$ cat config.mk
export PLATFORM = sky130hd
export DESIGN_NAME = regmap_bank
export DESIGN_NICKNAME = d
export VERILOG_FILES = /design/src/rtl/regmap_bank.sv
export SDC_FILE = /design/constraint.sdc
export NUM_CORES = 1
export LEC_CHECK = 0
export CAP_MARGIN = 10
export CELL_PAD_IN_SITES_DETAIL_PLACEMENT = 0
export CELL_PAD_IN_SITES_GLOBAL_PLACEMENT = 1
export CORE_ASPECT_RATIO = 0.9
export CORE_MARGIN = 1
export CORE_UTILIZATION = 37
export DETAILED_ROUTE_END_ITERATION = 7
export PLACE_DENSITY_LB_ADDON = 0.1
export SLEW_MARGIN = 0
export SYNTH_ARGS = -nofsm -noshare
export SYNTH_HDL_FRONTEND = slang
export SYNTH_SLANG_ARGS = --single-unit
$ cat constraint.sdc
create_clock -name CLK -period 1.18 [get_ports CLK]
set_clock_uncertainty 0.1 [all_clocks]
set_input_delay 0.118 -clock CLK [delete_from_list [all_inputs] [get_ports CLK]]
set_output_delay 0.118 -clock CLK [all_outputs]
set_load 0.02 [all_outputs]
$ cat src/rtl/regmap_bank.sv
// Control/status register bank: R/W control regs, W1C status, 1-cycle reads.
// Optional sticky address-error flag enabled by REGMAP_ADDR_ERR_EN.
module regmap_bank #(
    parameter int DATA_W   = 8,
    parameter int NUM_REGS = 4,
    parameter int ADDR_W   = 3
) (
    input  logic                         CLK,
    input  logic                         RST_N,
    input  logic                         WRITE,
    input  logic                         READ,
    input  logic [ADDR_W-1:0]            ADDR,
    input  logic [DATA_W-1:0]            WRITE_DATA,
    input  logic [DATA_W-1:0]            EVENT,
    output logic [DATA_W-1:0]            READ_DATA,
    output logic                         READ_VALID,
    output logic [NUM_REGS*DATA_W-1:0]   CTRL_OUT,
    output logic                         IRQ,
    output logic                         ADDR_ERR
);

    localparam logic [ADDR_W-1:0] STAT_ADDR = ADDR_W'(NUM_REGS);

    logic [DATA_W-1:0] ctrl_q [NUM_REGS];
    logic [DATA_W-1:0] ctrl_d [NUM_REGS];
    logic [DATA_W-1:0] stat_q;
    logic [DATA_W-1:0] stat_d;
    logic [DATA_W-1:0] rdata_q;
    logic [DATA_W-1:0] rdata_d;
    logic [DATA_W-1:0] rd_mux;
    logic [DATA_W-1:0] w1c_mask;
    logic              rvalid_q;
    logic              stat_sel;
    logic              out_rng;

    assign stat_sel = (ADDR == STAT_ADDR);
    assign out_rng  = (ADDR > STAT_ADDR);

    always_comb begin
        rd_mux = '0;
        for (int k = 0; k < NUM_REGS; k++) begin
            ctrl_d[k] = ctrl_q[k];
            if (ADDR == ADDR_W'(k)) begin
                rd_mux = ctrl_q[k];
                if (WRITE) ctrl_d[k] = WRITE_DATA;
            end
        end
        if (stat_sel) rd_mux = stat_q;
    end

    // Event set is OR'd after the clear so a same-cycle event wins.
    assign w1c_mask = (WRITE && stat_sel) ? WRITE_DATA : '0;
    assign stat_d   = (stat_q & ~w1c_mask) | EVENT;
    assign rdata_d  = READ ? rd_mux : rdata_q;

    always_ff @(posedge CLK or negedge RST_N) begin
        if (!RST_N) begin
            for (int k = 0; k < NUM_REGS; k++) ctrl_q[k] <= '0;
            stat_q   <= '0;
            rdata_q  <= '0;
            rvalid_q <= 1'b0;
        end else begin
            for (int k = 0; k < NUM_REGS; k++) ctrl_q[k] <= ctrl_d[k];
            stat_q   <= stat_d;
            rdata_q  <= rdata_d;
            rvalid_q <= READ;
        end
    end

    for (genvar g = 0; g < NUM_REGS; g++) begin : g_ctrl_out
        assign CTRL_OUT[g*DATA_W +: DATA_W] = ctrl_q[g];
    end

    assign READ_DATA  = rdata_q;
    assign READ_VALID = rvalid_q;
    assign IRQ        = |stat_q;

`ifdef REGMAP_ADDR_ERR_EN
    logic err_q;
    logic err_d;

    always_comb begin
        err_d = err_q;
        if (WRITE && stat_sel && WRITE_DATA[DATA_W-1]) err_d = 1'b0;
        if ((READ || WRITE) && out_rng) err_d = 1'b1;
    end

    always_ff @(posedge CLK or negedge RST_N) begin
        if (!RST_N) err_q <= 1'b0;
        else        err_q <= err_d;
    end

    assign ADDR_ERR = err_q;
`else
    assign ADDR_ERR = 1'b0;
`endif

endmodule

; Word level (Yosys, flattened, before mapping)
; Index checks and enable logic that the tools add are counted.
[word_totals]
ff_bits = 49
latch_bits = 0
ramBits = 0
rom_bits = 0
inputBits = 23
output_inout_bits = 43
wordCells = 27
n_memories = 0
[op_classes]
n_addsub = 0
n_mul = 0
n_div = 0
magnitude_cmp = 0
n_eq_ne = 4
shifts = 0
muxes = 6
bitwise = 3
n_reduce_logical = 7
[op_table]
columns = cell, count
row1 = $mux W8, 6
row2 = $and A8 B8 Y8, 1
row3 = $not A8 Y8, 1
row4 = $or A8 B8 Y8, 1
row5 = $reduce_and A2 Y1, 4
row6 = $reduce_or A8 Y1, 1
row7 = $eq A3 B2 Y1 const B, 2
row8 = $eq A3 B1 Y1 const B, 1
row9 = $eq A3 B3 Y1 const B, 1
row10 = $logic_not A3 Y1, 1
row11 = $logic_and A1 B1 Y1, 1

; Depth between registers and ports, before layout
[depth]
ltp_word = 6
ltp_mapped = 6
ltp_nobuf = 4

; Worst setup path before layout
; No wires, ideal clock.
[synth_path]
path_type = input to register
start = in ADDR[2]
end = reg ctrl_q (netlist bit CTRL_OUT[16])
setup_ns = 0.125
t_arrival_ns = 1.117
path_slack_ns = -0.162
cell_stages = 4
path_cell_list = buf_6 > nand2b_4 > nor3b_4 > mux2_2
[synth_via]
elab_chain_cells = 2
[synth_rtl]
columns = item, line_no
row1 = "start, declared", 12  ; input logic [ADDR_W-1:0] ADDR,
row2 = $eq A3 B2 Y1, 43  ; if (ADDR == ADDR_W'(k)) begin
row3 = $reduce_and A2 Y1 (no source line), n/a
row4 = "end, declared", 24  ; logic [DATA_W-1:0] ctrl_q [NUM_REGS];
; No other way between the ends.
; A chain may end at the register's enable or synchronous reset.

; Worst setup path after layout
[layout_path]
start = reg stat_q[7]
end = out IRQ
[layout_via]
elab_chain_cells = 1
[layout_rtl]
columns = item, line_no
row1 = "start, declared", 26  ; logic [DATA_W-1:0] stat_q;
row2 = "start signal, assigned", 64  ; stat_q <= stat_d;
row3 = $reduce_or A8 Y1, 76  ; assign IRQ = |stat_q;
row4 = "end, declared", 18  ; output logic IRQ,
; No other way between the ends.

==> results by group <==
Status
  – Status: complete, but fails checks
  – Failing checks: negative setup slack

Place
  – Port bufs: 64
  – HPWL after DPL: 4.50 mm
  – Worst slack, placed: -0.664 ns
  – GPL Wtd Cong: 0.793

Worst setup path
  – Crit path DAT: 1.23 ns
  – Critical path launch point type: flop
  – Top Family by Delay on Critical Path: flip-flops
  – Max incr delay on CP: 0.39 ns
  – Kind of critical path: reg2out
  – Crit path buf inv count: 1
  – Req. time, crit path: 0.96 ns
  – Critical path capture point type: output port
  – CP Max Fanout: 2
  – Critical path cell sequence: nor4_2 > nand2_1 > buf_2
  – Critical Path Slowest Stage Cell: dfrtp_1

STA
  – Max-slew violation count: 0
  – Final WS setup: -0.268 ns
  – Fmax: 690 MHz
  – Tcrit/Tclk final: 123%
  – Post-Route Hold Slack: 0.214 ns
  – RSZ-0062 raised after global routing: true
  – Tmin final: 1.45 ns
  – Final Hold Viols: 0
  – Endpoints failing setup: 2

Pwr
  – Design Power: 4910 uW
  – Peak supply drop: 0.885 mV
  – Cell Pwr Density: 1500 mW/mm^2
  – Leak Pwr: 0.00143 uW

Layout
  – N_diodes: 0
  – Final Net Count: 305
  – Multi-input gate area: 0.00105 sq mm
  – Layout cells sized above 1: 55.8%
  – Syn-to-layout area delta: 47.2%
  – Fillers: 494
  – FF/Latch Area: 0.00123 sq mm

Clocking
  – CTS clk-pin slew, worst paths: 0.09 ns
  – Deepest clock path buffer count: 2
  – Clock Sinks: 49
  – H-tree levels: 2
  – Worst skew pair latency: 0.30 ns
  – CTS tree: done
  – Root Driver: clkbuf_8
  – Number of CTS-inserted buffers: 5

Synthesis
  – Seq/Total Area, Yosys: 55.2%
  – Largest area contributor in the netlist: dfrtp_1
  – Ys Warns: 0
  – Cell Area, Synth: 0.00222 sq mm
  – Syn_area_per_cell: 12.5 sq um
  – Synth Register Bits: 49
  – Library cells used by synthesis: 24
  – Yosys top cell area share: 55.2%
  – Mapped Cells: 178
  – Post-Syn Nets: 201
  – Synth area leaders: dfrtp_1, mux2_2, nand2_1, a21o_1, a31oi_1

Global route
  – First-pass GRT wire length: 9.76 mm
  – Initial antenna violation count: 0
  – Vias in the first global route: 1859
  – Gr usage total: 20.5%
  – Congestion Overflow GR: 0
  – Largest net degree at the start of global routing: 50

Flow run
  – Max Cap Viol: 0

Hold path
  – Tightest Hold Check Type: in2async

Route
  – Vias per Instance: 5.13
  – Total Wirelength: 6.23 mm
  – Drc violations: 0
  – WL/cell: 17.6 um
  – First drt pass iteration count: 4
  – Final ANT Viol Nets: 0
  – Via total after detailed routing: 1810
  – Initial drt markers: 81

Die
  – Die W: 83.7 um
  – Die Y: 75.5 um
  – Initial core utilization: 38.8%
  – Core footprint: 0.00573 sq mm
  – Die area: 0.00632 sq mm
  – Rows: 26
  – I/O pin total: 66
[synthesized netlist by cell type, drive strengths merged]
master / n
nor4: 2
o21ai: 8
clkbuf: 1
conb: 1
nor2: 1
dfrtp: 49
nor3: 1
a31oi: 8
a21o: 8
nand2b: 9
and2: 1
nand2: 19
or2: 1
buf: 9
nor2b: 1
mux2: 40
nor3b: 3
o22ai: 8
a21oi: 8
[state kept, by name, summed over array words and instances, names as in the netlist]
name,count
CTRL_OUT,32
READ_DATA,8
stat_q,8
READ_VALID,1
[timing repair]
item	CTS	global route
pin swaps	3	5
resized for setup	187	27
gates cloned	1	0
hold buffers	1	0
setup endpoints to repair	90	32
hold endpoints to repair	49	0
buffers inserted	0	4
[cell families (layout without fill, tap and decap cells)]
group,after synthesis,in the layout,share of synthesized area [%]
other cells,1,1,0.169
buf+inv,10,115,2.93
flops,49,49,55.2
compound gates,40,40,10.8
mux,40,40,20.3
simple gates,38,38,10.6
[final timing paths]
path                              start      endpoint  slack (ns)  cells past startpoint
setup reg to reg            CTRL_OUT[3]  READ_DATA[3]           0                      3
hold / removal                    RST_N     stat_q[6]        0.21                      3
setup / recovery              stat_q[7]           IRQ       -0.27                      3
max in group asynchronous         RST_N   CTRL_OUT[6]        0.52                      3
min in group CLK                ADDR[2]  READ_DATA[4]        0.23                      5
hold reg to reg            CTRL_OUT[30]  CTRL_OUT[30]        0.44                      1
[tightest hold or removal path: stages]
cell and delay [ns]:
dlygate4sd3_1 0.52, buf_2 0.12, buf_12 0.25
[power by group]
group,internal [uW],leakage [uW],switching [uW]
Clock,530,0.0000542,546
Combinational,803,0.000814,862
Sequential,1960,0.000562,203
Total,3290,0.00143,1610
[per-stage QoR]
step                area, sq um  TNS, ns  cells  util [%]
floorplan                  2250    -3.51    178         -
global placement           3220   -27.79    339      56.3
detailed placement         3220   -28.72    339      56.3
CTS                        3260   -0.297    349      56.9
global route               3270   -0.460    353      57.1
finish                     3270   -0.273    353      57.1
[final cells by class]
type | instances | area share (%)
flip-flops and latches | 49 | 37.5
well taps | 70 | 2.68
repair buffers | 107 | 24.8
multi-input cells | 119 | 32.0
clock inverters | 1 | 0.153
clock buffers | 7 | 2.95
[per-layer routing]
layer  track usage, %  vias to the layer above  wire length [um]
met5                0                        -                 0
met4             6.78                        0                86
met3             4.12                       10               305
met2             34.2                       57              2980
met1             27.5                      897              2860
li1                 -                      846                 -
[placed cells by master (no fill, tap or decap), drive strengths merged]
| cell type | instances |
|---|---|
| nor2b | 1 |
| dlygate4sd3 | 1 |
| nor4 | 2 |
| o22ai | 8 |
| a21o | 8 |
| nand2 | 19 |
| o21ai | 8 |
| clkinv | 1 |
| or2 | 1 |
| nand2b | 9 |
| clkdlybuf4s15 | 2 |
| dfrtp | 49 |
| conb | 1 |
| nor3 | 1 |
| clkdlybuf4s50 | 17 |
| nor2 | 1 |
| dlygate4sd2 | 1 |
| nor3b | 3 |
| a21oi | 8 |
| a31oi | 8 |
| and2 | 1 |
| buf | 84 |
| clkbuf | 9 |
| mux2 | 40 |
(Power assumes the default switching activity.)
